**config.mk**
```make
export PLATFORM = sky130hd
export DESIGN_NAME = int_ctrl_flat
export DESIGN_NICKNAME = d
export VERILOG_FILES = /design/src/rtl/int_ctrl_pkg.sv /design/src/rtl/int_ctrl_if.sv /design/src/rtl/int_edge_sync.sv /design/src/rtl/int_ctrl.sv /design/src/flat_wrapper.sv
export SDC_FILE = /design/constraint.sdc
export NUM_CORES = 1
export LEC_CHECK = 0
export CELL_PAD_IN_SITES_DETAIL_PLACEMENT = 0
export CELL_PAD_IN_SITES_GLOBAL_PLACEMENT = 1
export CORE_MARGIN = 8
export CORE_UTILIZATION = 28
export CTS_BUF_LIST = sky130_fd_sc_hd__clkbuf_2 sky130_fd_sc_hd__clkbuf_4 sky130_fd_sc_hd__clkbuf_8
export CTS_CLUSTER_SIZE = 20
export DETAILED_ROUTE_END_ITERATION = 8
export HOLD_SLACK_MARGIN = 0.1
export PLACE_DENSITY_LB_ADDON = 0.08
export SLEW_MARGIN = 20
export SYNTH_ARGS = -nofsm -noshare
export SYNTH_HDL_FRONTEND = slang
export SYNTH_HIERARCHICAL = 1
export SYNTH_SLANG_ARGS = --single-unit
```
**constraint.sdc**
```tcl
create_clock -name clk -period 1.6 [get_ports clk]
set_input_delay 0.24 -clock clk [delete_from_list [all_inputs] [get_ports clk]]
set_output_delay 0.24 -clock clk [all_outputs]
set_load 0.02 [all_outputs]
```
**src/rtl/int_ctrl_pkg.sv**
```systemverilog
// int_ctrl_pkg: shared types and constants for the two-source interrupt
// controller.
//   state_t          - controller FSM states (IDLE / REQ / SERVICE)
//   SRC_ONE/SRC_TWO  - bit index of each source in pending/in_service
//   ID_*             - one-hot source ids presented on irq_id
//   DEF_VEC_*        - default handler addresses
//   eret_clear()     - drops the highest-priority in-service bit
package int_ctrl_pkg;

    typedef enum logic [1:0] {
        ST_IDLE    = 2'd0,
        ST_REQ     = 2'd1,
        ST_SERVICE = 2'd2
    } state_t;

    localparam int SRC_ONE = 0;
    localparam int SRC_TWO = 1;

    localparam logic [1:0] ID_NONE = 2'b00;
    localparam logic [1:0] ID_ONE  = 2'b01;
    localparam logic [1:0] ID_TWO  = 2'b10;

    localparam logic [31:0] DEF_VEC_ONE = 32'h0000_0100;
    localparam logic [31:0] DEF_VEC_TWO = 32'h0000_0200;

    // Return from a handler always retires the most urgent active level:
    // source one if it is in service, otherwise source two.
    function automatic logic [1:0] eret_clear(input logic [1:0] isv);
        logic [1:0] w_res;
        w_res = isv;
        if (isv[SRC_ONE]) begin
            w_res[SRC_ONE] = 1'b0;
        end else begin
            w_res[SRC_TWO] = 1'b0;
        end
        return w_res;
    endfunction

endpackage

```
**src/rtl/int_ctrl_if.sv**
```systemverilog
// int_ctrl_if: CPU-facing request/ack bus of the interrupt controller.
//   irq_en, irq_ack, irq_eret        : CPU -> controller
//   irq_req, irq_vector, irq_id      : controller -> CPU request
//   pending, in_service, irq_overrun : controller status
// Modports: master = controller side, slave = CPU side.
interface int_ctrl_if;
    logic        irq_en;
    logic        irq_ack;
    logic        irq_eret;
    logic        irq_req;
    logic [31:0] irq_vector;
    logic [1:0]  irq_id;
    logic [1:0]  pending;
    logic [1:0]  in_service;
    logic        irq_overrun;

    modport master (
        input  irq_en, irq_ack, irq_eret,
        output irq_req, irq_vector, irq_id, pending, in_service, irq_overrun
    );

    modport slave (
        output irq_en, irq_ack, irq_eret,
        input  irq_req, irq_vector, irq_id, pending, in_service, irq_overrun
    );
endinterface

```
**src/rtl/int_edge_sync.sv**
```systemverilog
// int_edge_sync: two-flop synchronizer for an asynchronous interrupt level
// plus a third flop for rising-edge detection. A level held high yields a
// single-cycle o_rise pulse.
//   clk, rst : clock, asynchronous active-high reset
//   i_async  : raw asynchronous level
//   o_rise   : one-cycle pulse, high the cycle after the level reaches r_sync2
module int_edge_sync (
    input  logic clk,
    input  logic rst,
    input  logic i_async,
    output logic o_rise
);
    logic r_sync1;
    logic r_sync2;
    logic r_prev;

    always_ff @(posedge clk or posedge rst) begin
        if (rst) begin
            r_sync1 <= 1'b0;
            r_sync2 <= 1'b0;
            r_prev  <= 1'b0;
        end else begin
            r_sync1 <= i_async;
            r_sync2 <= r_sync1;
            r_prev  <= r_sync2;
        end
    end

    assign o_rise = r_sync2 & ~r_prev;
endmodule

```
**src/rtl/int_ctrl.sv**
```systemverilog
// int_ctrl: two-source priority interrupt controller (source one highest).
// Synchronizes interrupt_one/interrupt_two, latches rising edges as pending
// requests, presents one request with its handler vector over a req/ack
// handshake and tracks in-service levels until the CPU returns (eret).
//   clk, rst        : clock, asynchronous active-high reset
//   interrupt_one   : async level, highest priority
//   interrupt_two   : async level
//   bus (master)    : irq_en/irq_ack/irq_eret in; irq_req, irq_vector,
//                     irq_id, pending, in_service, irq_overrun out
// Build option: define INT_NEST_EN to let source one preempt while only
// source two is in service (nesting depth 2).
module int_ctrl
    import int_ctrl_pkg::*;
#(
    parameter logic [31:0] VEC_ONE = DEF_VEC_ONE,
    parameter logic [31:0] VEC_TWO = DEF_VEC_TWO
) (
    input  logic       clk,
    input  logic       rst,
    input  logic       interrupt_one,
    input  logic       interrupt_two,
    int_ctrl_if.master bus
);
    state_t     r_state;
    state_t     w_state_nxt;
    logic [1:0] r_pending;
    logic [1:0] r_in_service;
    logic [1:0] r_id;
    logic       r_overrun;
    logic [1:0] w_rise;
    logic [1:0] w_isv_eret;
    logic [1:0] w_take_id;
    logic [1:0] w_ack_id;
    logic       w_latch;
    logic       w_ack;

    int_edge_sync u_sync_one (
        .clk    (clk),
        .rst    (rst),
        .i_async(interrupt_one),
        .o_rise (w_rise[SRC_ONE])
    );

    int_edge_sync u_sync_two (
        .clk    (clk),
        .rst    (rst),
        .i_async(interrupt_two),
        .o_rise (w_rise[SRC_TWO])
    );

    // eret is harmless when nothing is in service: clearing an empty set
    // leaves it empty.
    assign w_isv_eret = bus.irq_eret ? eret_clear(r_in_service) : r_in_service;
    assign w_ack_id   = w_ack ? r_id : ID_NONE;

    always_comb begin
        w_state_nxt = r_state;
        w_latch     = 1'b0;
        w_take_id   = ID_NONE;
        w_ack       = 1'b0;
        case (r_state)
            ST_IDLE: begin
                if (bus.irq_en && (r_pending != 2'b00)) begin
                    w_state_nxt = ST_REQ;
                    w_latch     = 1'b1;
                    w_take_id   = r_pending[SRC_ONE] ? ID_ONE : ID_TWO;
                end
            end
            ST_REQ: begin
                if (bus.irq_ack) begin
                    w_ack       = 1'b1;
                    w_state_nxt = ST_SERVICE;
                end else if (!bus.irq_en) begin
                    // Withdraw: fall back to whatever was running before.
                    w_state_nxt = (w_isv_eret != 2'b00) ? ST_SERVICE : ST_IDLE;
                end
            end
            ST_SERVICE: begin
                if (w_isv_eret == 2'b00) begin
                    w_state_nxt = ST_IDLE;
                end
`ifdef INT_NEST_EN
                else if (bus.irq_en && r_pending[SRC_ONE] && (w_isv_eret == ID_TWO)) begin
                    w_state_nxt = ST_REQ;
                    w_latch     = 1'b1;
                    w_take_id   = ID_ONE;
                end
`endif
            end
            default: begin
                w_state_nxt = ST_IDLE;
            end
        endcase
    end

    always_ff @(posedge clk or posedge rst) begin
        if (rst) begin
            r_state      <= ST_IDLE;
            r_pending    <= 2'b00;
            r_in_service <= 2'b00;
            r_id         <= ID_NONE;
            r_overrun    <= 1'b0;
        end else begin
            r_state      <= w_state_nxt;
            // A new edge wins over the ack clearing the same source.
            r_pending    <= (r_pending & ~w_ack_id) | w_rise;
            r_in_service <= w_isv_eret | w_ack_id;
            if (w_latch) begin
                r_id <= w_take_id;
            end
            if ((w_rise & r_pending) != 2'b00) begin
                r_overrun <= 1'b1;
            end
        end
    end

    assign bus.irq_req     = (r_state == ST_REQ);
    assign bus.irq_id      = bus.irq_req ? r_id : ID_NONE;
    assign bus.irq_vector  = !bus.irq_req ? 32'h0 :
                             (r_id == ID_ONE) ? VEC_ONE : VEC_TWO;
    assign bus.pending     = r_pending;
    assign bus.in_service  = r_in_service;
    assign bus.irq_overrun = r_overrun;
endmodule

```
**src/flat_wrapper.sv**
```systemverilog
// flat-port wrapper written by rule: the top's interface ports become plain ports
module int_ctrl_flat import int_ctrl_pkg::*;
#(
    parameter logic [31:0] VEC_ONE = DEF_VEC_ONE,
    parameter logic [31:0] VEC_TWO = DEF_VEC_TWO
)
  (clk, rst, interrupt_one, interrupt_two, bus_irq_en, bus_irq_ack, bus_irq_eret, bus_irq_req, bus_irq_vector, bus_irq_id, bus_pending, bus_in_service, bus_irq_overrun);
  int_ctrl_if bus_i ();
  input  logic clk;
  input  logic rst;
  input  logic interrupt_one;
  input  logic interrupt_two;
  input wire logic [$bits(bus_i.irq_en)-1:0] bus_irq_en;
  input wire logic [$bits(bus_i.irq_ack)-1:0] bus_irq_ack;
  input wire logic [$bits(bus_i.irq_eret)-1:0] bus_irq_eret;
  output wire logic [$bits(bus_i.irq_req)-1:0] bus_irq_req;
  output wire logic [$bits(bus_i.irq_vector)-1:0] bus_irq_vector;
  output wire logic [$bits(bus_i.irq_id)-1:0] bus_irq_id;
  output wire logic [$bits(bus_i.pending)-1:0] bus_pending;
  output wire logic [$bits(bus_i.in_service)-1:0] bus_in_service;
  output wire logic [$bits(bus_i.irq_overrun)-1:0] bus_irq_overrun;
  assign bus_i.irq_en = bus_irq_en;
  assign bus_i.irq_ack = bus_irq_ack;
  assign bus_i.irq_eret = bus_irq_eret;
  assign bus_irq_req = bus_i.irq_req;
  assign bus_irq_vector = bus_i.irq_vector;
  assign bus_irq_id = bus_i.irq_id;
  assign bus_pending = bus_i.pending;
  assign bus_in_service = bus_i.in_service;
  assign bus_irq_overrun = bus_i.irq_overrun;
  int_ctrl #(.VEC_ONE(VEC_ONE), .VEC_TWO(VEC_TWO)) u_core (.clk(clk), .rst(rst), .interrupt_one(interrupt_one), .interrupt_two(interrupt_two), .bus(bus_i));
endmodule
```
== Word level (Yosys, flattened, before mapping) ==
Cells that the tools add are included.
Operators by class
  bitwise operators: 9
  multiplexer cells: 19
  reduce and logical (&&, ||, !) cells: 7
  equality and inequality tests: 6
Operators by type and width (count)
  $mux W32: 1
  $mux W2: 11
  $mux W10: 1
  $pmux W2 S3: 1
  $reduce_bool A2 Y1: 3
  $mux W1: 5
  $and A2 B2 Y2: 2
  $eq A2 B1 Y1 const B: 2
  $logic_not A2 Y1: 2
  $ne A2 B1 Y1 const B: 2
  $or A2 B2 Y2: 2
  $ne A3 B3 Y1 const B: 1
  $reduce_and A3 Y1: 1
  $and A1 B1 Y1: 2
  $eq A2 B2 Y1 const B: 1
  $not A1 Y1: 2
  $not A2 Y2: 1
  $logic_and A1 B1 Y1: 1
Word-level totals
  logic and storage cells: 52
  output and inout port bits: 40
  bits of input ports: 7
  flip-flop bits (word level): 15

== Depth between registers and ports, before layout ==
Gate-level depths: netlist (run 1).
  depth after elaboration: 7
  mapped depth: 4
  gate-level depth less buffers: 3

== By module ==
The synthesis (run 1) kept the hierarchy.
Modules (own cells, without submodules)
  int_ctrl: sequential area each 225.2 µm², area an instance 644.4 µm², times used 1, cells each 70
  int_edge_sync: sequential area each 75.1 µm², area an instance 92.6 µm², times used 2, cells each 5

== Least setup slack after synthesis (run 1) ==
Ideal clock, no wire load.
  path kind: register to output
  start point: register u_core.r_state[1]
  end point: output bus_irq_vector[9]
  stages on the path, launching flop included: 4
  path slack: 24 ps
  arrival time: 1336 ps
  path buffers: 1
  required time: 1360 ps
  path through: dfrtp_1 and2b_1 clkbuf_2 a21boi_0
On the way
  longest elaborated chain between the ends: 2
Ends and longest elaborated chain
  start, declared: RTL line int_ctrl.sv:24  | state_t r_state;
  start signal, assigned: RTL line int_ctrl.sv:104  | r_state <= w_state_nxt;
  $eq A2 B1 Y1: RTL line int_ctrl.sv:117  | assign bus.irq_req = (r_state == ST_REQ);
  named net bus_irq_req: RTL line flat_wrapper.sv:16  | output wire logic [$bits(bus_i.irq_req)-1:0] bus_irq_req;
  $mux W32: RTL line int_ctrl.sv:119  | assign bus.irq_vector = !bus.irq_req ? 32'h0 :
  end, declared: RTL line flat_wrapper.sv:17  | output wire logic [$bits(bus_i.irq_vector)-1:0] bus_irq_vector;
The timed path passes the listed nets, and every way through them passes these cells.

== Worst setup path after layout (run 1) ==
  start point: register u_core.r_state[0]
  end point: output bus_irq_id[1]
On the way
  longest elaborated chain between the ends: 2
Ends and longest elaborated chain
  $eq A2 B1 Y1: RTL line int_ctrl.sv:117
  $mux W2: RTL line int_ctrl.sv:118  | assign bus.irq_id = bus.irq_req ? r_id : ID_NONE;
  end, declared: RTL line flat_wrapper.sv:18  | output wire logic [$bits(bus_i.irq_id)-1:0] bus_irq_id;
No other way between the ends.

==> impl_metrics.py, run 1 <==
metrics = {
    "sta": {
        "finalSetupViolations": 0,
        "fin_tns_setup_ns": 0,
        "max_freq_mhz": 651,
        "layout_setup_ws_ns": 0.0647,
        "hold_viol_final": 0,
        "final.period_utilization_pct": 96.0,
        "slew_viol_final": 0,
        "fin_crit_ns": 1.54,
        "final.setup_skew_ns": 0.00402,
    },
    "floorplanning": {
        "ios": 47,
        "fp.dieArea_um2": 4960,
        "die_x_um": 70.4,
        "initial_core_util_pct": 29.8,
        "die_y_um": 70.4,
        "coreArea_um2": 2780,
        "num_rows": 19,
    },
    "setup_path": {
        "path_buf_inv": 1,
        "critPathSlowestCell": "dfrtp_1",
        "cp_data_arrival_time_ns": 1.30,
        "cp-start-kind": "flip-flop",
        "critPathKind": "reg2out",
        "worstPathRequired_ns": 1.36,
        "max_stage_delay_ns": 0.39,
        "crit_fanout": 6,
        "cp_top_family": "flip-flops",
        "path_cells": "and2b_2 > and2_1 > clkdlybuf4s15_2",
        "critPathCaptureType": "output pin",
    },
    "route": {
        "first_iter_violations": 17,
        "drt-total-wl_um": 1630,
        "ant_nets": 0,
        "vias": 513,
        "route.detailed.drc": 0,
        "post_drt_wl_per_cell_um": 12.2,
        "avgViaCountPerCell": 3.86,
        "first_pass_iters": 4,
    },
    "clocking": {
        "cts_root_buffer": "clkbuf_4",
        "numCtsBuffers": 3,
        "clk_latency_ns": 0.28,
        "clock-sinks": 15,
        "cts_max_level": 1,
        "cts_tree": "done",
        "cts_buffer_depth": 2,
        "clk_pin_slew_ns": 0.09,
        "cts_setup_buffers": 0,
    },
    "global_route": {
        "grt_pass1_vias": 565,
        "grt_max_degree": 10,
        "grt_usage_pct": 6.72,
        "antenna_found_initial": 0,
        "grt_pass1_wl_um": 2700,
        "gr-total-overflow": 0,
    },
    "synth": {
        "ys.flop_type": "dfrtp_1",
        "synthTopCellsByCount": "buf_4, dfrtp_1, inv_1",
        "synth_area_um2": 830,
        "ys_ff_latch": 15,
        "synth_area_per_cell_um2": 10.4,
        "synth_edf_count": 0,
        "netlist_instances": 80,
        "seq_area_frac_synth_pct": 45.2,
        "async_flop_share_pct": 100,
        "ys_warn_count": 6,
        "synth_top_area_share_pct": 45.2,
        "synth_area_leaders": "dfrtp_1, buf_4, nor2b_4",
        "synth.distinct_cells": 23,
        "yosysMostFrequentCell": "buf_4",
        "synth_top_area_cell": "dfrtp_1",
    },
    "power_and_ir_drop": {
        "power.total_mw": 1.17,
        "clock_power_share_pct": 19.8,
        "p_leak_nw": 0.498,
        "p_sw_uw": 433,
        "p_int_uw": 742,
        "comb_power_share_pct": 36.5,
        "seq_power_share_pct": 43.6,
        "switching_share_pct": 36.9,
        "pwr_density_cell_nw_per_um2": 1230,
        "ir_worst_vdd_uv": 463,
    },
    "hold_path": {
        "hp-class": "in2async",
    },
    "final_layout": {
        "fin_cells": 133,
        "drive_above_1_share_pct": 15.7,
        "num-nets-final": 110,
        "n_antenna_cell": 0,
        "area_growth_pct": 15.1,
    },
    "place": {
        "port_buffers": 16,
        "dp_worst_setup_slack_ns": -0.0641,
        "gp_congestion": 0.707,
        "dp_hpwl_um": 1380,
        "dp_cells": 129,
    },
    "run": {
        "maxCapViolCount": 0,
    },
    "outcome": {
        "status": "complete, no violations",
    },
}
-- cell type report --
class	instances	area, um^2
fillers	307	1830
flip-flops and latches	15	375
multi-input cells	58	315
repair buffers	20	176
well taps	31	38.8
clock buffers	4	30.0
inverters	5	18.8
-- per-layer routing --
metal / wire length [um] / GRT usage (%) / share of wire, %
met5: 0 / 0 / 0
met4: 26 / 4.02 / 1.6
met3: 218 / 4.10 / 13
met2: 753 / 10.4 / 46
met1: 630 / 6.75 / 39
-- state kept, by name, indices dropped and copies added (netlist names) --
register	cells
u_core/u_sync_two/r_sync1	1
u_core/r_id	2
u_core/u_sync_two/r_prev	1
u_core/u_sync_one/r_sync1	1
u_core/bus.in_service	2
u_core/r_state	2
u_core/bus.irq_overrun	1
u_core/bus.pending	2
u_core/u_sync_two/r_sync2	1
u_core/u_sync_one/r_prev	1
u_core/u_sync_one/r_sync2	1
-- power groups by stage --
stage	sequential (mW)	combinational [mW]	clock [mW]
floorplan	0.547	0.291	0
global placement	0.523	0.464	0
detailed placement	0.521	0.467	0
CTS	0.514	0.446	0.242
global route	0.530	0.472	0.255
finish	0.512	0.429	0.233
-- worst reg2reg max path, stage by stage (launching register included) --
cell and delay (ns):
dfrtp_1 0.38, buf_4 0.14, or4b_4 0.53, a21o_1 0.19
-- layout by cell type (no fill, tap or decap), types with 2 or more instances in the layout --
master,netlist,layout
buf_4,30,4
conb_1,1,30
clkbuf_4,0,4
nor2b_4,2,2
clkdlybuf4s50_1,0,9
nand2_1,4,4
nand2b_1,2,2
buf_2,0,3
nor2b_1,2,2
inv_1,5,5
nand3_1,2,2
a21o_1,3,3
and2_1,2,2
dlygate4sd2_1,0,2
dfrtp_1,15,15
-- cells by family after synthesis --
family / count (synthesis) / synth area share, %
other: 1 / 0.452
AO/OA/AOI/OAI: 8 / 7.54
AND/OR/NAND/NOR: 20 / 16.7
buffers and inverters: 36 / 30.0
flip-flops: 15 / 45.2
-- path summary, 6_finish.rpt --
path | startpoint | to | slack [ns] | depth (start not counted)
min in group clk | u_core/u_sync_one/r_sync1$_DFF_PP0_ | u_core/u_sync_one/r_sync2$_DFF_PP0_ | 0.36 | 0
min reg2reg | u_core/u_sync_one/r_sync1$_DFF_PP0_ | u_core/u_sync_one/r_sync2$_DFF_PP0_ | 0.36 | 0
max | u_core/r_state[0]$_DFFE_PP0P_ | bus_irq_id[1] | 0.06 | 3
max in group asynchronous | rst | u_core/r_id[0]$_DFFE_PP0P_ | 1.04 | 2
min | rst | u_core/u_sync_one/r_prev$_DFF_PP0_ | 0.18 | 2
max reg2reg | u_core/r_state[1]$_DFFE_PP0P_ | u_core/r_id[0]$_DFFE_PP0P_ | 0.26 | 3
-- per-stage QoR --
| stage | hold WS [ns] | instance area, um^2 | util (%) |
|---|---|---|---|
| after floorplan | -0.00636 | 938 | - |
| after global placement | 0.335 | 937 | 33.7 |
| after detailed placement | 0.341 | 937 | 33.7 |
| after CTS | 0.190 | 963 | 34.6 |
| after global routing | 0.209 | 955 | 34.3 |
| final | 0.182 | 955 | 34.3 |
-- repair_timing --
action	CTS	global route
endpoints found under the setup margin	6	5
gates resized for setup	16	4
hold buffers	0	0
Note: power is estimated with default switching activity, not from simulation.
==> inputs of run 2 (changes only) <==
--- a/config.mk
+++ b/config.mk
@@ -5,6 +5,7 @@
 export SDC_FILE = /design/constraint.sdc
 export NUM_CORES = 1
 export LEC_CHECK = 0
+export ABC_AREA = 1
 export CELL_PAD_IN_SITES_DETAIL_PLACEMENT = 0
 export CELL_PAD_IN_SITES_GLOBAL_PLACEMENT = 1
 export CORE_MARGIN = 8
@@ -13,9 +14,11 @@
 export CTS_CLUSTER_SIZE = 20
 export DETAILED_ROUTE_END_ITERATION = 8
 export HOLD_SLACK_MARGIN = 0.1
+export MAX_ROUTING_LAYER = met4
 export PLACE_DENSITY_LB_ADDON = 0.08
 export SLEW_MARGIN = 20
 export SYNTH_ARGS = -nofsm -noshare
 export SYNTH_HDL_FRONTEND = slang
 export SYNTH_HIERARCHICAL = 1
 export SYNTH_SLANG_ARGS = --single-unit
+export TNS_END_PERCENT = 5
==> impl_metrics.py, run 2 <==
metrics = {
    "setup_path": {
        "critPathKind": "reg2out",
        "cp_data_arrival_time_ns": 1.27,
        "worstPathRequired_ns": 1.36,
        "reg2reg_to": "u_core/r_id[1]$_DFFE_PP0P_",
        "max_stage_delay_ns": 0.39,
        "cp-start-kind": "flip-flop",
        "rrSetupSlack_ns": 0.53,
        "crit_fanout": 6,
        "critPathSlowestCell": "dfrtp_1",
        "r2r_cells": 4,
        "path_cells": "inv_1 > nand2_2 > inv_2 > clkdlybuf4s15_1",
        "reg2reg_from": "u_core/bus.pending[0]$_DFF_PP0_",
        "critPathCaptureType": "output pin",
    },
    "power_and_ir_drop": {
        "power.total_mw": 1.53,
        "p_leak_nw": 0.521,
        "pwr_density_cell_nw_per_um2": 1610,
        "ir_worst_vdd_uv": 642,
    },
    "place": {
        "port_buffers": 16,
        "place_area_um2": 945,
        "dp_cells": 145,
        "dp_hpwl_um": 1400,
        "gp_congestion": 0.782,
    },
    "clocking": {
        "clock-sinks": 15,
        "numCtsBuffers": 3,
        "cts_tree": "done",
        "cts_max_level": 1,
        "cts_hold_buf": 0,
        "clk_pin_slew_ns": 0.08,
        "cts_root_buffer": "clkbuf_4",
        "cts_setup_buffers": 0,
        "clk_latency_ns": 0.27,
        "cts_resized": 7,
        "cts_buffer_depth": 2,
    },
    "synth": {
        "synth_edf_count": 0,
        "yosys.area_share.xor_xnor_pct": 0,
        "synth_mux_area_share_pct": 0,
        "synth_top_area_cell": "dfrtp_1",
        "synth_top_area_share_pct": 44.1,
        "seq_area_frac_synth_pct": 44.1,
        "yosysMostFrequentCell": "buf_4",
        "synth_top_family_by_area": "buffers and inverters",
        "synth_area_um2": 852,
        "ys_ff_latch": 15,
        "synth_simple_gate_area_share_pct": 15.7,
        "netlist_instances": 96,
        "synthAdderAreaFrac_pct": 0,
        "ys.flop_type": "dfrtp_1",
        "async_flop_share_pct": 100,
        "synth_area_per_cell_um2": 8.88,
        "synth.distinct_cells": 20,
        "synthTopCellsByCount": "buf_4, dfrtp_1, nand2_1",
        "synth_area_leaders": "dfrtp_1, buf_4, nand2_1",
        "synth_compound_area_share_pct": 7.20,
        "ys_warn_count": 6,
    },
    "floorplanning": {
        "die_y_um": 71.2,
        "initial_core_util_pct": 28.6,
        "ios": 47,
        "fp.dieArea_um2": 5060,
        "coreArea_um2": 2980,
        "die_x_um": 71.2,
        "num_rows": 20,
    },
    "final_layout": {
        "mostFrequentLayoutCells": "conb_1, dfrtp_1, nand2_1",
        "seqCellArea_um2": 375,
        "drive_above_1_share_pct": 16.4,
        "final_common_cell": "conb_1",
        "num-nets-final": 124,
        "area_growth_pct": 11.9,
        "postLayoutCellArea_um2": 953,
        "fin_cells": 149,
        "multiInputGateArea_um2": 308,
        "n_antenna_cell": 0,
        "n_fill_cell": 347,
    },
    "route": {
        "drt-total-wl_um": 1600,
        "vias": 531,
        "first_iter_violations": 21,
        "avgViaCountPerCell": 3.56,
        "ant_nets": 0,
        "route.detailed.drc": 0,
        "post_drt_wl_per_cell_um": 10.8,
        "first_pass_iters": 2,
    },
    "sta": {
        "hold_viol_final": 0,
        "final.setup_skew_ns": 0.00576,
        "fin_tns_setup_ns": 0,
        "rsz0062_at_grt": "false",
        "final.period_utilization_pct": 94.5,
        "fin_crit_ns": 1.51,
        "slew_viol_final": 0,
        "finalSetupViolations": 0,
        "max_freq_mhz": 661,
    },
    "hold_path": {
        "hp-class": "in2async",
    },
    "global_route": {
        "grt_max_degree": 10,
        "gr-total-overflow": 0,
        "grt_pass1_wl_um": 2620,
        "grt_pass1_vias": 552,
        "grt_usage_pct": 6.56,
        "antenna_found_initial": 0,
    },
    "run": {
        "maxCapViolCount": 0,
    },
    "outcome": {
        "status": "complete, no violations",
    },
}
-- run 2: cell types whose count changed after synthesis, sizes merged, moves of 2 or more --
cell,previous run,this run
nand2b,2,0
inv,5,14
and2,2,0
nor2b,4,0
nand2,4,16
a21oi,1,4
nor2,0,7
o21ai,0,2
-- run 2: cells by family (layout without fill, tap and decap cells) --
| kind of cell | Yosys count | after routing |
|---|---|---|
| AO/OA/AOI/OAI | 9 | 9 |
| flip-flops | 15 | 15 |
| AND/OR/NAND/NOR | 27 | 27 |
| buffers and inverters | 44 | 35 |
| other | 1 | 30 |
-- run 2: layout make-up --
| cell class | count | area share [%] |
|---|---|---|
| clock buffer | 4 | 3.15 |
| multi-input combinational | 66 | 32.3 |
| tap | 33 | 4.33 |
| timing repair buffer | 17 | 15.4 |
| sequential | 15 | 39.4 |
| inverter | 14 | 5.51 |
-- run 2: per-stage QoR --
step / hold slack, ns / worst slack (ns) / utilization, %
2_1_floorplan: -0.00636 / 0.352 / -
4_1_cts: 0.165 / 0.00167 / 32.5
6_report: 0.174 / 0.0878 / 32.0
5_1_grt: 0.178 / 0.0203 / 32.0
3_3_place_gp: 0.336 / 0.0410 / 31.7
3_5_place_dp: 0.338 / 0.0167 / 31.7
-- run 2: worst max path at each step --
stage	start	end	cells past startpoint
floorplan	u_core/r_state[1]$_DFFE_PP0P_	bus_irq_vector[8]	3
global placement	u_core/r_state[1]$_DFFE_PP0P_	bus_irq_vector[8]	4
detailed placement	u_core/r_state[1]$_DFFE_PP0P_	bus_irq_vector[8]	4
CTS	u_core/r_state[1]$_DFFE_PP0P_	bus_irq_vector[8]	4
global route	u_core/r_state[1]$_DFFE_PP0P_	bus_irq_req	4
finish	u_core/r_state[1]$_DFFE_PP0P_	bus_irq_req	4
-- run 2: report_power, final --
group | leakage, nW | total [mW] | switching, mW | internal (mW)
combinational | 0.328 | 0.753 | 0.494 | 0.259
clock | 0.0184 | 0.220 | 0.107 | 0.114
sequential | 0.174 | 0.559 | 0.0764 | 0.483
-- run 2: layer usage --
layer	vias up	track usage (%)	part of all wire (%)
met5	-	-	0
met4	0	1.39	0
met3	0	4.24	11
met2	25	11.3	49
met1	236	5.92	40
li1	270	-	-
-- run 2: worst max-delay path, delay by kind of cell (launching register included) --
family | cells | cell delay, ns
buffers and inverters | 3 | 0.49
DFF | 1 | 0.39
and+or+nand+nor | 1 | 0.12
==> inputs of run 3 (changes only) <==
--- a/config.mk
+++ b/config.mk
@@ -8,7 +8,7 @@
 export ABC_AREA = 1
 export CELL_PAD_IN_SITES_DETAIL_PLACEMENT = 0
 export CELL_PAD_IN_SITES_GLOBAL_PLACEMENT = 1
-export CORE_MARGIN = 8
+export CORE_MARGIN = 1.5
 export CORE_UTILIZATION = 28
 export CTS_BUF_LIST = sky130_fd_sc_hd__clkbuf_2 sky130_fd_sc_hd__clkbuf_4 sky130_fd_sc_hd__clkbuf_8
 export CTS_CLUSTER_SIZE = 20
==> impl_metrics.py, run 3 (same netlist as run 2, synthesis figures left out) <==
metrics = {
    "setup_path": {
        "r2r_cells": 4,
        "reg2reg_from": "u_core/bus.pending[0]$_DFF_PP0_",
        "cp-start-kind": "flip-flop",
        "crit_cells": 1,
        "cp_top_family": "buffers and inverters",
        "cp_data_arrival_time_ns": 1.26,
        "worstSetupStartpoint": "u_core/bus.pending[0]$_DFF_PP0_",
        "crit_end": "bus_pending[0]",
        "path_cells": "clkdlybuf4s50_1",
        "path_buf_inv": 1,
        "reg2reg_to": "u_core/r_id[1]$_DFFE_PP0P_",
        "worstPathRequired_ns": 1.36,
        "max_stage_delay_ns": 0.61,
        "crit_fanout": 2,
        "critPathKind": "reg2out",
        "critPathCaptureType": "output pin",
        "critPathSlowestCell": "clkdlybuf4s50_1",
        "rrSetupSlack_ns": 0.54,
    },
    "sta": {
        "slew_viol_final": 0,
        "final.period_utilization_pct": 93.7,
        "fin_tns_setup_ns": 0,
        "max_freq_mhz": 667,
        "final.setup_skew_ns": 0.00168,
        "rsz0062_at_grt": "false",
        "hold_viol_final": 0,
        "fin_crit_ns": 1.50,
        "hold_slack_ns": 0.174,
        "finalSetupViolations": 0,
    },
    "place": {
        "gp_congestion": 0.697,
        "dp_hpwl_um": 1110,
        "dp_cells": 143,
        "port_buffers": 16,
    },
    "global_route": {
        "grt_max_degree": 10,
        "gr-total-overflow": 0,
        "antenna_found_initial": 0,
        "grt_pass1_wl_um": 2080,
        "grt_usage_pct": 8.75,
        "grt_pass1_vias": 473,
    },
    "power_and_ir_drop": {
        "p_leak_nw": 0.521,
        "pwr_density_cell_nw_per_um2": 1610,
        "ir_worst_vdd_uv": 463,
    },
    "clocking": {
        "cts_resized": 6,
        "cts_buffer_depth": 2,
        "cts_max_level": 1,
        "clock-sinks": 15,
        "clk_pin_slew_ns": 0.08,
        "cts_root_buffer": "clkbuf_4",
        "numCtsBuffers": 3,
        "cts_hold_buf": 0,
        "cts_setup_buffers": 0,
        "cts_tree": "done",
        "clk_latency_ns": 0.27,
    },
    "final_layout": {
        "drive_above_1_share_pct": 17.2,
        "n_antenna_cell": 0,
        "final_common_cell": "conb_1",
        "num-nets-final": 124,
        "area_growth_pct": 11.0,
        "fin_cells": 147,
        "mostFrequentLayoutCells": "conb_1, dfrtp_1, nand2_1",
    },
    "hold_path": {
        "hp-class": "in2async",
    },
    "route": {
        "vias": 544,
        "ant_nets": 0,
        "avgViaCountPerCell": 3.70,
        "post_drt_wl_per_cell_um": 8.85,
        "drt-total-wl_um": 1300,
        "route.detailed.drc": 3,
        "first_pass_iters": 8,
        "first_iter_violations": 21,
    },
    "floorplanning": {
        "num_rows": 19,
        "die_y_um": 58.2,
        "die_x_um": 58.2,
        "initial_core_util_pct": 30.1,
        "coreArea_um2": 2830,
        "fp.dieArea_um2": 3380,
        "ios": 47,
    },
    "outcome": {
        "violations": "DRC",
        "status": "complete, but fails checks",
    },
    "run": {
        "maxCapViolCount": 0,
    },
}
[run 3: cell count changes in the layout (fill, tap and decap cells not counted)]
cell             previous run  this run
clkdlybuf4s15_1             1         0
clkbuf_2                    4         5
[run 3: worst reg2reg max path: stages, from the launching register on]
cell and delay (ns):
dfrtp_1 0.40, buf_4 0.16, o211ai_2 0.25, nor2_1 0.07, a21oi_1 0.11
[run 3: worst min-delay path by stage]
| stage | from | end | slack (ns) | cells past startpoint |
|---|---|---|---|---|
| final | rst | u_core/u_sync_two/r_prev$_DFF_PP0_ | 0.17 | 2 |
| after global routing | rst | u_core/u_sync_two/r_prev$_DFF_PP0_ | 0.17 | 2 |
| after CTS | rst | u_core/u_sync_two/r_prev$_DFF_PP0_ | 0.17 | 2 |
| after detailed placement | u_core/u_sync_two/r_sync1$_DFF_PP0_ | u_core/u_sync_two/r_sync2$_DFF_PP0_ | 0.34 | 0 |
| after global placement | u_core/u_sync_one/r_sync1$_DFF_PP0_ | u_core/u_sync_one/r_sync2$_DFF_PP0_ | 0.34 | 0 |
| after floorplan | rst | u_core/u_sync_one/r_prev$_DFF_PP0_ | -0.006 | 1 |
[run 3: stage by stage]
stage | power, mW | util, % | setup slack [ns] | instance area, um^2
CTS | 1.56 | 34.1 | 0.00214 | 965
global placement | 1.38 | 33.3 | 0.0514 | 942
global route | 1.65 | 33.4 | 0.0239 | 946
floorplan | 1.11 | - | 0.352 | 961
detailed placement | 1.38 | 33.3 | 0.0280 | 942
finish | 1.52 | 33.4 | 0.102 | 946
[run 3: area by class of cell]
cell class,instances,area [um^2]
fillers,325,1880
multi-input cells,66,308
repair buffers,17,141
inverters,14,52.6
flip-flops and latches,15,375
well taps,31,38.8
clock buffers,4,30.0
[run 3: where the power goes]
part | switching, mW | internal, mW | leakage, nW
combinational | 0.486 | 0.252 | 0.328
sequential | 0.0759 | 0.483 | 0.174
clock | 0.108 | 0.114 | 0.0184
[run 3: routing by layer]
metal	global-route usage, %	vias up	share of wire [%]
li1	-	268	-
met5	-	-	0
met2	12.3	26	46
met4	5.98	0	1.6
met1	10.8	246	44
met3	2.46	4	8.1
